**src/rtl/qerv_mem_seq_pkg.sv**
```systemverilog
// Shared types and helpers for the load/store sequencer and the load-data aligner.
package qerv_mem_pkg;

    typedef enum logic [1:0] {
        ST_IDLE  = 2'b00,
        ST_ADDR  = 2'b01,
        ST_CHECK = 2'b10,
        ST_REQ   = 2'b11
    } state_e;

    // Access size codes; 2'b11 is handled as a word everywhere.
    localparam logic [1:0] SZ_B = 2'b00;
    localparam logic [1:0] SZ_H = 2'b01;
    localparam logic [1:0] SZ_W = 2'b10;

    // Byte-lane select for an access of the given size at address bits [1:0].
    function automatic logic [3:0] lane_sel(input logic [1:0] size, input logic [1:0] lsb);
        logic [3:0] sel;
        case (size)
            SZ_B:    sel = 4'b0001 << lsb;
            SZ_H:    sel = 4'b0011 << lsb;
            default: sel = 4'b1111;
        endcase
        return sel;
    endfunction

    // Halves need bit 0 clear, words need both address bits clear.
    function automatic logic misaligned(input logic [1:0] size, input logic [1:0] lsb);
        logic mis;
        case (size)
            SZ_B:    mis = 1'b0;
            SZ_H:    mis = lsb[0];
            default: mis = |lsb;
        endcase
        return mis;
    endfunction

endpackage

```
**src/rtl/qerv_mem_seq_if.sv**
```systemverilog
// Single-transfer data-bus handshake between the sequencer and the dbus.
interface qerv_mem_seq_if;
    import qerv_mem_pkg::*;

    logic       o_dbus_cyc;
    logic       o_dbus_we;
    logic [3:0] o_dbus_sel;
    logic       i_dbus_ack;

    modport master (
        output o_dbus_cyc,
        output o_dbus_we,
        output o_dbus_sel,
        input  i_dbus_ack
    );

    modport slave (
        input  o_dbus_cyc,
        input  o_dbus_we,
        input  o_dbus_sel,
        output i_dbus_ack
    );

endinterface

```
**src/rtl/qerv_mem_seq.sv**
```systemverilog
// Load/store sequencer: address phase on the buffer register, alignment check,
// then one dbus transfer. Reports done, or done+misalign as a trap.
module qerv_mem_seq
    import qerv_mem_pkg::*;
#(
    parameter int BITS_PER_CYCLE = 4,
    parameter int CNT_W          = $clog2(32 / BITS_PER_CYCLE)
) (
    input  logic                   i_clk,
    input  logic                   i_rst_n,
    input  logic                   i_start,
    input  logic                   i_store,
    input  logic [1:0]             i_size,
    input  logic [1:0]             i_lsb,
    qerv_mem_seq_if.master         dbus,
    output logic                   o_bufreg_en,
    output logic                   o_bufreg_init,
    output logic                   o_cnt0,
    output logic                   o_cnt1,
    output logic                   o_busy,
    output logic                   o_done,
    output logic                   o_misalign
);

    localparam int unsigned      N        = 32 / BITS_PER_CYCLE;
    localparam logic [CNT_W-1:0] CNT_LAST = CNT_W'(N - 1);
    localparam logic [CNT_W-1:0] CNT_ONE  = CNT_W'(1);

    state_e           state_q, state_d;
    logic [CNT_W-1:0] cnt_q, cnt_d;
    logic             store_q, store_d;
    logic [1:0]       size_q, size_d;

    logic             mis_now;

    // Next-state and counter logic; the counter wraps to 0 at N-1 on its own.
    always_comb begin
        state_d = state_q;
        cnt_d   = cnt_q;
        store_d = store_q;
        size_d  = size_q;
        mis_now = misaligned(size_q, i_lsb);
        case (state_q)
            ST_IDLE: begin
                if (i_start) begin
                    store_d = i_store;
                    size_d  = i_size;
                    cnt_d   = '0;
                    state_d = ST_ADDR;
                end
            end
            ST_ADDR: begin
                cnt_d = cnt_q + CNT_ONE;
                if (cnt_q == CNT_LAST) begin
                    state_d = ST_CHECK;
                end
            end
            ST_CHECK: begin
                state_d = mis_now ? ST_IDLE : ST_REQ;
            end
            ST_REQ: begin
                if (dbus.i_dbus_ack) begin
                    state_d = ST_IDLE;
                end
            end
            default: state_d = ST_IDLE;
        endcase
    end

    // State registers with asynchronous abort.
    always_ff @(posedge i_clk or negedge i_rst_n) begin
        if (!i_rst_n) begin
            state_q <= ST_IDLE;
            cnt_q   <= '0;
            store_q <= 1'b0;
            size_q  <= SZ_B;
        end else begin
            state_q <= state_d;
            cnt_q   <= cnt_d;
            store_q <= store_d;
            size_q  <= size_d;
        end
    end

    // Output decode: state-driven except done (ack/lsb) and lane select (lsb).
    always_comb begin
        o_bufreg_en     = (state_q == ST_ADDR);
        o_bufreg_init   = (state_q == ST_ADDR);
        o_cnt0          = (state_q == ST_ADDR) && (cnt_q == '0);
        o_cnt1          = (state_q == ST_ADDR) && (cnt_q == CNT_ONE);
        o_busy          = (state_q != ST_IDLE);
        dbus.o_dbus_cyc = (state_q == ST_REQ);
        dbus.o_dbus_we  = (state_q == ST_REQ) && store_q;
        dbus.o_dbus_sel = (state_q == ST_REQ) ? lane_sel(size_q, i_lsb) : '0;
        o_misalign      = (state_q == ST_CHECK) && mis_now;
        o_done          = o_misalign || ((state_q == ST_REQ) && dbus.i_dbus_ack);
    end

endmodule
```
**src/flat_wrapper.sv**
```systemverilog
// flat-port wrapper written by rule: the top's interface ports become plain ports
module qerv_mem_seq_flat import qerv_mem_pkg::*;
#(
    parameter int BITS_PER_CYCLE = 4,
    parameter int CNT_W          = $clog2(32 / BITS_PER_CYCLE)
)
  (i_clk, i_rst_n, i_start, i_store, i_size, i_lsb, o_bufreg_en, o_bufreg_init, o_cnt0, o_cnt1, o_busy, o_done, o_misalign, dbus_o_dbus_cyc, dbus_o_dbus_we, dbus_o_dbus_sel, dbus_i_dbus_ack);
  qerv_mem_seq_if dbus_i ();
  input  logic i_clk;
  input  logic i_rst_n;
  input  logic i_start;
  input  logic i_store;
  input  logic [1:0] i_size;
  input  logic [1:0] i_lsb;
  output logic o_bufreg_en;
  output logic o_bufreg_init;
  output logic o_cnt0;
  output logic o_cnt1;
  output logic o_busy;
  output logic o_done;
  output logic o_misalign;
  output wire logic [$bits(dbus_i.o_dbus_cyc)-1:0] dbus_o_dbus_cyc;
  output wire logic [$bits(dbus_i.o_dbus_we)-1:0] dbus_o_dbus_we;
  output wire logic [$bits(dbus_i.o_dbus_sel)-1:0] dbus_o_dbus_sel;
  input wire logic [$bits(dbus_i.i_dbus_ack)-1:0] dbus_i_dbus_ack;
  assign dbus_o_dbus_cyc = dbus_i.o_dbus_cyc;
  assign dbus_o_dbus_we = dbus_i.o_dbus_we;
  assign dbus_o_dbus_sel = dbus_i.o_dbus_sel;
  assign dbus_i.i_dbus_ack = dbus_i_dbus_ack;
  qerv_mem_seq #(.BITS_PER_CYCLE(BITS_PER_CYCLE), .CNT_W(CNT_W)) u_core (.i_clk(i_clk), .i_rst_n(i_rst_n), .i_start(i_start), .i_store(i_store), .i_size(i_size), .i_lsb(i_lsb), .dbus(dbus_i), .o_bufreg_en(o_bufreg_en), .o_bufreg_init(o_bufreg_init), .o_cnt0(o_cnt0), .o_cnt1(o_cnt1), .o_busy(o_busy), .o_done(o_done), .o_misalign(o_misalign));
endmodule
```
**config.mk**
```make
export PLATFORM = sky130hd
export DESIGN_NAME = qerv_mem_seq_flat
export DESIGN_NICKNAME = d
export VERILOG_FILES = /design/src/rtl/qerv_mem_seq_pkg.sv /design/src/rtl/qerv_mem_seq_if.sv /design/src/rtl/qerv_mem_seq.sv /design/src/flat_wrapper.sv
export SDC_FILE = /design/constraint.sdc
export NUM_CORES = 1
export LEC_CHECK = 0
export ABC_AREA = 1
export BUFFER_PORTS_ARGS = -buffer_cell sky130_fd_sc_hd__buf_2
export CORE_UTILIZATION = 42
export DETAILED_ROUTE_END_ITERATION = 10
export GPL_ROUTABILITY_DRIVEN = 0
export PLACE_DENSITY = 0.71
export SLEW_MARGIN = 20
export SYNTH_ARGS = -nofsm -noshare
export SYNTH_HDL_FRONTEND = slang
export SYNTH_SLANG_ARGS = --single-unit
```
**constraint.sdc**
```tcl
create_clock -name i_clk -period 1.6 [get_ports i_clk]
set_clock_uncertainty 0.2 [all_clocks]
set_input_delay 0 -clock i_clk [delete_from_list [all_inputs] [get_ports i_clk]]
set_output_delay 0 -clock i_clk [all_outputs]
set_load 0.1 [all_outputs]
```
Word level (Yosys, flattened, before mapping)
Index checks and enable logic that the tools add are counted. Widths: inputs -> output; s select.

Register bits: 8. Input bits: 9. Output and inout port bits: 13. Word-level logic and storage cells: 41.

$add $sub $neg: 1. Equality and inequality tests: 9. Shift operators: 2. Muxes and demuxes: 10. Reductions and logical operators: 15.

Operators with widths (number): $mux 2 (4); $pmux 2 s4 (1); $pmux 4 s2 (1); $pmux 3 s2 (1); $logic_and 1x1->1 (5); $eq 2x1->1 const B (2); $eq 2x2->1 const B (2); $logic_not 2->1 (2); $mux 4 (1); $ne 2x1->1 const B (2); $reduce_and 2->1 (2); $reduce_bool 2->1 (2); $shl 1x2->4 const A (1); $shl 2x2->4 const A (1); $add 3x1->3 const B (1); $eq 3x1->1 const B (1); $eq 3x3->1 const B (1); $logic_not 3->1 (1); $mux 3 (1); $reduce_and 3->1 (1); $ne 2x2->1 const B (1); $pmux 1 s2 (1); $reduce_or 2->1 (1); $logic_or 1x1->1 (1).

Depth between registers and ports, before layout
Gate-level depths: netlist of run 1.

Depth in word-level cells: 4. Depth in mapped cells: 8. Depth with buffers taken out: 8.

Worst setup path before layout of run 1
No wires, ideal clock.

Kind: flip-flop to output port. Start: reg u_core.state_q[0]. End: out o_cnt0. Data arrival time: 2.420 ns. Required time: 1.400 ns. Setup slack: -1.020 ns. Cell stages (with the launch flop): 5. Path buffers: 0. Cell sequence: dfrtp_1 inv_2 nor2_4 inv_2 nor2_1.

Cells in the longest elaborated chain, start to end: 2.

Ends and longest elaborated chain: start, declared (line qerv_mem_seq.sv:29) `state_e state_q, state_d;`; start signal, assigned (line qerv_mem_seq.sv:78) `state_q <= state_d;`; $eq 2x1->1; net o_bufreg_en (line flat_wrapper.sv:15) `output logic o_bufreg_en;`; $logic_and 1x1->1 (line qerv_mem_seq.sv:89) `o_cnt0 = (state_q == ST_ADDR) && (cnt_q == '0);`; end, declared (line flat_wrapper.sv:17) `output logic o_cnt0;`.

The timed path passes the listed nets, and every way through them passes these cells.

Worst setup path after layout of run 1
Start: reg u_core.cnt_q[0]. End: out o_cnt1.

Cells in the longest elaborated chain, start to end: 2.

Ends and longest elaborated chain: start, declared (line qerv_mem_seq.sv:30) `logic [CNT_W-1:0] cnt_q, cnt_d;`; start signal, assigned (line qerv_mem_seq.sv:79) `cnt_q <= cnt_d;`; $eq 3x1->1 (line qerv_mem_seq.sv:90) `o_cnt1 = (state_q == ST_ADDR) && (cnt_q == CNT_ONE);`; $logic_and 1x1->1 (line qerv_mem_seq.sv:90); end, declared (line flat_wrapper.sv:18) `output logic o_cnt1;`.

No other way between the ends.

==> report_table.html, run 1 <==
<table>
<tr><th>Metric</th><th>Value</th></tr>
<tr><th colspan="2">Floorplanning</th></tr>
<tr><td>Starting density of the core</td><td>0.483</td></tr>
<tr><td>I/O pin cnt</td><td>22</td></tr>
<tr><td>Placeable core region</td><td>1170 um2</td></tr>
<tr><td>Die Y</td><td>38.7 um</td></tr>
<tr><td>Horizontal extent of the die</td><td>38.7 um</td></tr>
<tr><td>Floorplan die area</td><td>1500 um2</td></tr>
<tr><td>Std cell rows</td><td>12</td></tr>
<tr><th colspan="2">Global route</th></tr>
<tr><td>Maximum number of pins on one net before global-route repair</td><td>9</td></tr>
<tr><td>Antenna violations before repair</td><td>0</td></tr>
<tr><td>Vias in the first global route</td><td>682</td></tr>
<tr><td>Global-route wire length before repair</td><td>2.93 mm</td></tr>
<tr><td>Total global-route track usage</td><td>0.292</td></tr>
<tr><td>Overall overflow remaining after global route</td><td>0</td></tr>
<tr><th colspan="2">Synthesis</th></tr>
<tr><td>Mapped Nets</td><td>92</td></tr>
<tr><td>Yosys cell types</td><td>16</td></tr>
<tr><td>Post-Syn Area</td><td>566 um2</td></tr>
<tr><td>YS warnings</td><td>0</td></tr>
<tr><td>Register area share after synthesis</td><td>0.354</td></tr>
<tr><td>Register bit total from synthesis</td><td>8</td></tr>
<tr><td>Post-Syn Instances</td><td>79</td></tr>
<tr><td>Post-synthesis average cell area</td><td>7.16 um2</td></tr>
<tr><th colspan="2">Setup path</th></tr>
<tr><td>Crit start category</td><td>flop</td></tr>
<tr><td>Worst-case reg-to-reg path depth</td><td>8</td></tr>
<tr><td>Terminus of the critical flop-to-flop path</td><td>u_core.state_q[1]$_DFFE_PN0P_</td></tr>
<tr><td>Launch point of the critical path</td><td>u_core.cnt_q[0]$_DFFE_PN0P_</td></tr>
<tr><td>Worst endpoint required time</td><td>1.40 ns</td></tr>
<tr><td>WP data arrival</td><td>1.40 ns</td></tr>
<tr><td>Reg-to-Reg Start</td><td>u_core.cnt_q[0]$_DFFE_PN0P_</td></tr>
<tr><td>Setup Crit Path Kind</td><td>flop to output port</td></tr>
<tr><td>Max FO, Critical Path</td><td>3</td></tr>
<tr><td>Destination of the critical timing path</td><td>o_cnt1</td></tr>
<tr><td>Minimum setup slack among reg-to-reg paths</td><td>0.08 ns</td></tr>
<tr><td>Endpoint type of the worst setup path</td><td>output port</td></tr>
<tr><th colspan="2">Run</th></tr>
<tr><td>Max-cap violations</td><td>0</td></tr>
<tr><th colspan="2">Timing</th></tr>
<tr><td>Worst hold slack across all endpoints</td><td>0.326 ns</td></tr>
<tr><td>Slew Limit Fails</td><td>0</td></tr>
<tr><td>Transition time at the pin with the least slew margin</td><td>0.488 ns</td></tr>
<tr><td>Share of the clock period used by the worst path after layout</td><td>0.997</td></tr>
<tr><td>Max Clk Rate</td><td>0.627 GHz</td></tr>
<tr><td>Hold violation total from the final report</td><td>0</td></tr>
<tr><td>Worst relative slew slack</td><td>0.677</td></tr>
<tr><td>Setup violations, final</td><td>0</td></tr>
<tr><td>Post-route minimum period</td><td>1.60 ns</td></tr>
<tr><th colspan="2">Min path</th></tr>
<tr><td>Hold path startpoint</td><td>i_store</td></tr>
<tr><td>Hold crit path type</td><td>input port to flop</td></tr>
<tr><th colspan="2">Final layout</th></tr>
<tr><td>Count of inserted antenna diode cells</td><td>0</td></tr>
<tr><td>Nets@finish</td><td>129</td></tr>
<tr><td>Fill cell count</td><td>45</td></tr>
<tr><td>Most frequent cells in the layout</td><td>nand2_1 (18), inv_1 (12), buf_12 (12), dlygate4sd3_1 (9), buf_2 (8)</td></tr>
<tr><td>Most common cell after layout, fill and taps aside</td><td>nand2_1</td></tr>
<tr><td>Growth of design area from synthesis to finish</td><td>91.8%</td></tr>
<tr><td>Layout cells sized above 1</td><td>0.447</td></tr>
<tr><th colspan="2">Route</th></tr>
<tr><td>Via total after detailed routing</td><td>636</td></tr>
<tr><td>DR iter-0 viols</td><td>8</td></tr>
<tr><td>Number of vias per cell</td><td>4.97</td></tr>
<tr><td>Routed length per placed instance</td><td>14.9 um</td></tr>
<tr><td>Number of detailed-routing iterations run before antenna repair</td><td>4</td></tr>
<tr><td>Antenna viol nets, final</td><td>0</td></tr>
<tr><td>Final wirelength</td><td>1.91 mm</td></tr>
<tr><td>DRC violations left</td><td>0</td></tr>
<tr><th colspan="2">Clock tree</th></tr>
<tr><td>Root buffer selected by CTS</td><td>clkbuf_4</td></tr>
<tr><td>CTS tree</td><td>yes</td></tr>
<tr><td>Clock Tree Buf Depth</td><td>2</td></tr>
<tr><td>Count of H-tree levels built during CTS</td><td>1</td></tr>
<tr><td>Number of clock buffers inserted by TritonCTS</td><td>3</td></tr>
<tr><td>CTS sink cnt</td><td>8</td></tr>
<tr><td>Clk Latency, worst-skew pair</td><td>0.26 ns</td></tr>
<tr><td>Clock-pin slew on the worst setup and hold paths</td><td>0.06 ns</td></tr>
<tr><th colspan="2">Outcome</th></tr>
<tr><td>Status</td><td>finished, final reports clean</td></tr>
<tr><th colspan="2">Placed design</th></tr>
<tr><td>Port-buffer cells</td><td>21</td></tr>
<tr><td>Post-detail-place hpwl</td><td>1.14 mm</td></tr>
</table>
==> worst max-delay path, stage by stage, from the launching register on <==
cell and delay (ns):
dfrtp_1 0.39, buf_4 0.13, ha_1 0.18, nand2_1 0.12, nor2_4 0.15, buf_12 0.18
==> routing by layer <==
layer  global-route usage  routed length, um  vias to the layer above  part of all wire
met5                    0                  0                        -                 0
met4               0.0776                 46                        0             0.024
met3               0.0578                 84                        8             0.044
met2                0.575               1010                       21              0.53
met1                0.305                762                      295              0.40
li1                     -                  -                      312                 -
==> registers in the layout, indices dropped and copies added, names as in the netlist <==
name and cells:
u_core.store_q 1, u_core.size_q 2, u_core.state_q 2, u_core.cnt_q 3
==> cells by family (layout without fill, tap and decap cells) <==
logic type,Yosys count,after routing,synth area share
adder cells (fa/ha/maj),4,4,0.0885
flip-flops,8,8,0.354
AO/OA/AOI/OAI,15,15,0.153
AND/OR/NAND/NOR,34,34,0.279
buffers and inverters,18,53,0.126
==> cell usage after synthesis <==
cell type | n | area share
nand2_1 | 19 | 0.13
inv_2 | 5 | 0.033
nor2_4 | 1 | 0.020
dfrtp_1 | 8 | 0.35
o21ai_4 | 1 | 0.029
inv_1 | 12 | 0.080
o21ai_1 | 7 | 0.062
a21oi_1 | 6 | 0.053
nand3_2 | 1 | 0.018
nor2_1 | 5 | 0.033
ha_1 | 4 | 0.088
buf_4 | 1 | 0.013
nand2_2 | 2 | 0.022
nand3_1 | 3 | 0.027
nor2_2 | 3 | 0.033
o21ai_0 | 1 | 0.0088
==> stage by stage <==
| step | cell area (um2) | TNS, ns | utilization | setup WS [ns] | std cells |
|---|---|---|---|---|---|
| 2_1_floorplan | 647 | -1.11 | - | -0.294 | 79 |
| 3_3_place_gp | 957 | 0 | 0.817 | 0.230 | 115 |
| 3_5_place_dp | 957 | 0 | 0.817 | 0.151 | 115 |
| 4_1_cts | 1070 | 0 | 0.913 | 0.0171 | 127 |
| 5_1_grt | 1080 | -0.0192 | 0.926 | -0.0192 | 128 |
| 6_report | 1080 | 0 | 0.926 | 0.00436 | 128 |
==> worst min-delay path by stage <==
| stage | end | slack [ns] | cells after the start |
|---|---|---|---|
| 6_report | u_core.store_q$_DFFE_PN0P_ | 0.33 | 4 |
| 5_1_grt | u_core.size_q[0]$_DFFE_PN0P_ | 0.36 | 4 |
| 4_1_cts | u_core.size_q[0]$_DFFE_PN0P_ | 0.29 | 4 |
| 3_5_place_dp | u_core.store_q$_DFFE_PN0P_ | -0.35 | 1 |
| 3_3_place_gp | u_core.cnt_q[0]$_DFFE_PN0P_ | -0.36 | 1 |
| 2_1_floorplan | u_core.cnt_q[0]$_DFFE_PN0P_ | -0.50 | 0 |
==> final cells by class <==
type	count	area, um2	share of cell area
Tap cell	14	17.5	0.0161
Clock buffer	3	22.5	0.0208
Sequential cell	8	203	0.187
Multi-Input combinational cell	53	375	0.346
Inverter	17	66.3	0.0611
Timing Repair Buffer	33	400	0.369
==> timing repair <==
item,4_1_cts,5_1_grt
pin swaps,0,1
gates resized for setup,1,4
setup endpoints to repair,2,4
hold buffers,9,0
hold endpoints to repair,16,0
buffers inserted,0,1
Power of run 1 is left out: the tool's default activity adds up to more than one toggle a clock period on the data nets, which glitch-free logic cannot reach.
==> run 2, diff against run 1 <==
==> constraint.sdc (replaced) <==
create_clock -name i_clk -period 1.65 [get_ports i_clk]
set_clock_uncertainty 0.2 [all_clocks]
set_input_delay 0 -clock i_clk [delete_from_list [all_inputs] [get_ports i_clk]]
set_output_delay 0 -clock i_clk [all_outputs]
set_load 0.1 [all_outputs]
==> run 2 against run 1 <==
- final cell count fell by 0.78%
- count of clock-buffer cells in the layout stayed put
- wire length is 4.8% higher
- critical path depth is 1 lower
- critical path type unchanged
- largest cell class unchanged
==> report_table.html, run 2 (synthesis gave the netlist of run 1 again) <==
<table>
<tr><th>Metric</th><th>Value</th></tr>
<tr><th colspan="2">Setup path</th></tr>
<tr><td>Max FO, Critical Path</td><td>4</td></tr>
<tr><td>Worst endpoint required time</td><td>1.45 ns</td></tr>
<tr><td>Dominant delay contributor by cell family on the critical path</td><td>flip-flops</td></tr>
<tr><td>Endpoint type of the worst setup path</td><td>output port</td></tr>
<tr><td>WP data arrival</td><td>1.41 ns</td></tr>
<tr><td>Setup Crit Path Kind</td><td>flop to output port</td></tr>
<tr><td>Worst path bufs/invs</td><td>1</td></tr>
<tr><td>Largest stage delay on the critical path</td><td>0.46 ns</td></tr>
<tr><td>Cells along the critical path</td><td>o21ai_2 -&gt; nand2_1 -&gt; a21oi_4 -&gt; buf_12</td></tr>
<tr><td>Crit start category</td><td>flop</td></tr>
<tr><td>Standard cell with the maximum stage delay on the critical path</td><td>dfrtp_1</td></tr>
<tr><th colspan="2">Floorplanning</th></tr>
<tr><td>I/O pin cnt</td><td>22</td></tr>
<tr><td>Die Y</td><td>38.7 um</td></tr>
<tr><td>Horizontal extent of the die</td><td>38.7 um</td></tr>
<tr><td>Starting density of the core</td><td>0.483</td></tr>
<tr><td>Placeable core region</td><td>1170 um2</td></tr>
<tr><td>Floorplan die area</td><td>1500 um2</td></tr>
<tr><td>Std cell rows</td><td>12</td></tr>
<tr><th colspan="2">Route</th></tr>
<tr><td>Via total after detailed routing</td><td>682</td></tr>
<tr><td>DR iter-0 viols</td><td>21</td></tr>
<tr><td>DRC violations left</td><td>0</td></tr>
<tr><td>Antenna viol nets, final</td><td>0</td></tr>
<tr><td>Routed length per placed instance</td><td>15.7 um</td></tr>
<tr><td>Final wirelength</td><td>2.00 mm</td></tr>
<tr><td>Number of detailed-routing iterations run before antenna repair</td><td>4</td></tr>
<tr><td>Number of vias per cell</td><td>5.37</td></tr>
<tr><th colspan="2">Outcome</th></tr>
<tr><td>Status</td><td>finished, final reports clean</td></tr>
<tr><th colspan="2">Global route</th></tr>
<tr><td>Overall overflow remaining after global route</td><td>0</td></tr>
<tr><td>Total global-route track usage</td><td>0.331</td></tr>
<tr><td>Global-route wire length before repair</td><td>3.15 mm</td></tr>
<tr><td>Vias in the first global route</td><td>673</td></tr>
<tr><td>Antenna violations before repair</td><td>0</td></tr>
<tr><td>Maximum number of pins on one net before global-route repair</td><td>9</td></tr>
<tr><th colspan="2">Final layout</th></tr>
<tr><td>Most common cell after layout, fill and taps aside</td><td>nand2_1</td></tr>
<tr><td>Nets@finish</td><td>128</td></tr>
<tr><td>Count of inserted antenna diode cells</td><td>0</td></tr>
<tr><td>Register with the highest flop count</td><td>u_core.cnt_q</td></tr>
<tr><td>Most frequent cells in the layout</td><td>nand2_1 (19), inv_1 (12), buf_12 (12), dlygate4sd3_1 (9), buf_2 (9)</td></tr>
<tr><td>Final core utilization</td><td>0.918</td></tr>
<tr><td>Growth of design area from synthesis to finish</td><td>90.0%</td></tr>
<tr><td>Flip-flop count of the largest register, all copies and words added</td><td>3</td></tr>
<tr><td>Layout cells sized above 1</td><td>0.434</td></tr>
<tr><td>Registers with the highest flip-flop counts</td><td>u_core.cnt_q: 3 flops, u_core.size_q: 2 flops, u_core.state_q: 2 flops</td></tr>
<tr><th colspan="2">Clock tree</th></tr>
<tr><td>Count of H-tree levels built during CTS</td><td>1</td></tr>
<tr><td>Clk Latency, worst-skew pair</td><td>0.27 ns</td></tr>
<tr><td>Root buffer selected by CTS</td><td>clkbuf_4</td></tr>
<tr><td>Number of clock buffers inserted by TritonCTS</td><td>3</td></tr>
<tr><td>CTS tree</td><td>yes</td></tr>
<tr><td>Clock-pin slew on the worst setup and hold paths</td><td>0.05 ns</td></tr>
<tr><td>Clock Tree Buf Depth</td><td>2</td></tr>
<tr><td>CTS sink cnt</td><td>8</td></tr>
<tr><td>Post-CTS setup buffer count</td><td>0</td></tr>
<tr><th colspan="2">Timing</th></tr>
<tr><td>Setup violations, final</td><td>0</td></tr>
<tr><td>Post-route minimum period</td><td>1.61 ns</td></tr>
<tr><td>Transition time at the pin with the least slew margin</td><td>0.483 ns</td></tr>
<tr><td>Max Clk Rate</td><td>0.621 GHz</td></tr>
<tr><td>Worst relative slew slack</td><td>0.680</td></tr>
<tr><td>Setup repair after global routing missed its margin</td><td>no</td></tr>
<tr><td>Share of the clock period used by the worst path after layout</td><td>0.975</td></tr>
<tr><td>Slew Limit Fails</td><td>0</td></tr>
<tr><td>Final sum of negative setup slack</td><td>0 ns</td></tr>
<tr><td>Hold violation total from the final report</td><td>0</td></tr>
<tr><th colspan="2">Run</th></tr>
<tr><td>Max-cap violations</td><td>0</td></tr>
<tr><th colspan="2">Placed design</th></tr>
<tr><td>Port-buffer cells</td><td>21</td></tr>
<tr><td>Post-detail-place hpwl</td><td>1.14 mm</td></tr>
<tr><th colspan="2">Min path</th></tr>
<tr><td>Hold crit path type</td><td>input port to flop</td></tr>
</table>
## run 2: cell count changes in the layout (fill, tap and decap cells not counted)
cell	delta
o21ai_2	+1
buf_4	-2
o21ai_1	-1
dfrtp_1	+1
nand2_2	-1
nand2_1	+1
dfrtp_2	-1
buf_2	+1
## run 2: tightest hold or removal path: stages
cell	delay [ns]
dlygate4sd3_1	0.52
buf_2	0.10
nand2_1	0.05
o21ai_1	0.06
## run 2: repair_timing
| item | in CTS | in global routing |
|---|---|---|
| hold buffers | 10 | 0 |
| resized for setup | 0 | 3 |
| hold endpoints to repair | 16 | 0 |
| setup endpoints to repair | 0 | 6 |
## run 2: through the flow
stage | hold slack (ns) | setup WS, ns | cells | area, um2
detailed placement | -0.352 | 0.240 | 115 | 957
global route | 0.314 | 0.00437 | 127 | 1070
finish | 0.303 | 0.0409 | 127 | 1070
global placement | -0.354 | 0.271 | 115 | 957
CTS | 0.284 | 0.00321 | 128 | 1080
floorplan | -0.496 | -0.244 | 79 | 647
## run 2: worst paths after layout
path                                              start                             to  slack, ns  cells past startpoint
setup / recovery           u_core.size_q[1]$_DFFE_PN0P_             dbus_o_dbus_sel[1]       0.04                      4
hold reg to reg              u_core.store_q$_DFFE_PN0P_     u_core.store_q$_DFFE_PN0P_       0.39                      2
min in group asynchronous                       i_rst_n   u_core.size_q[1]$_DFFE_PN0P_       0.52                      3
max in group asynchronous                       i_rst_n  u_core.state_q[0]$_DFFE_PN0P_       0.42                      3
setup reg to reg            u_core.cnt_q[0]$_DFFE_PN0P_  u_core.state_q[1]$_DFFE_PN0P_       0.17                      8
hold / removal                                i_size[0]   u_core.size_q[0]$_DFFE_PN0P_       0.30                      4
## run 2: routing by layer
metal | GRT usage | vias up | share of wire
met5 | 0 | - | 0
met4 | 0.190 | 0 | 0.048
met3 | 0.110 | 12 | 0.060
met2 | 0.546 | 41 | 0.51
met1 | 0.366 | 320 | 0.38
li1 | - | 309 | -
## run 2: area by class of cell
type	count	area, um2
inverters	17	66.3
well taps	14	17.5
repair buffers	32	390
clock buffers	3	22.5
multi-input cells	53	377
fillers	43	96.3
flip-flops and latches	8	201
Power of run 2 is left out for the same reason.
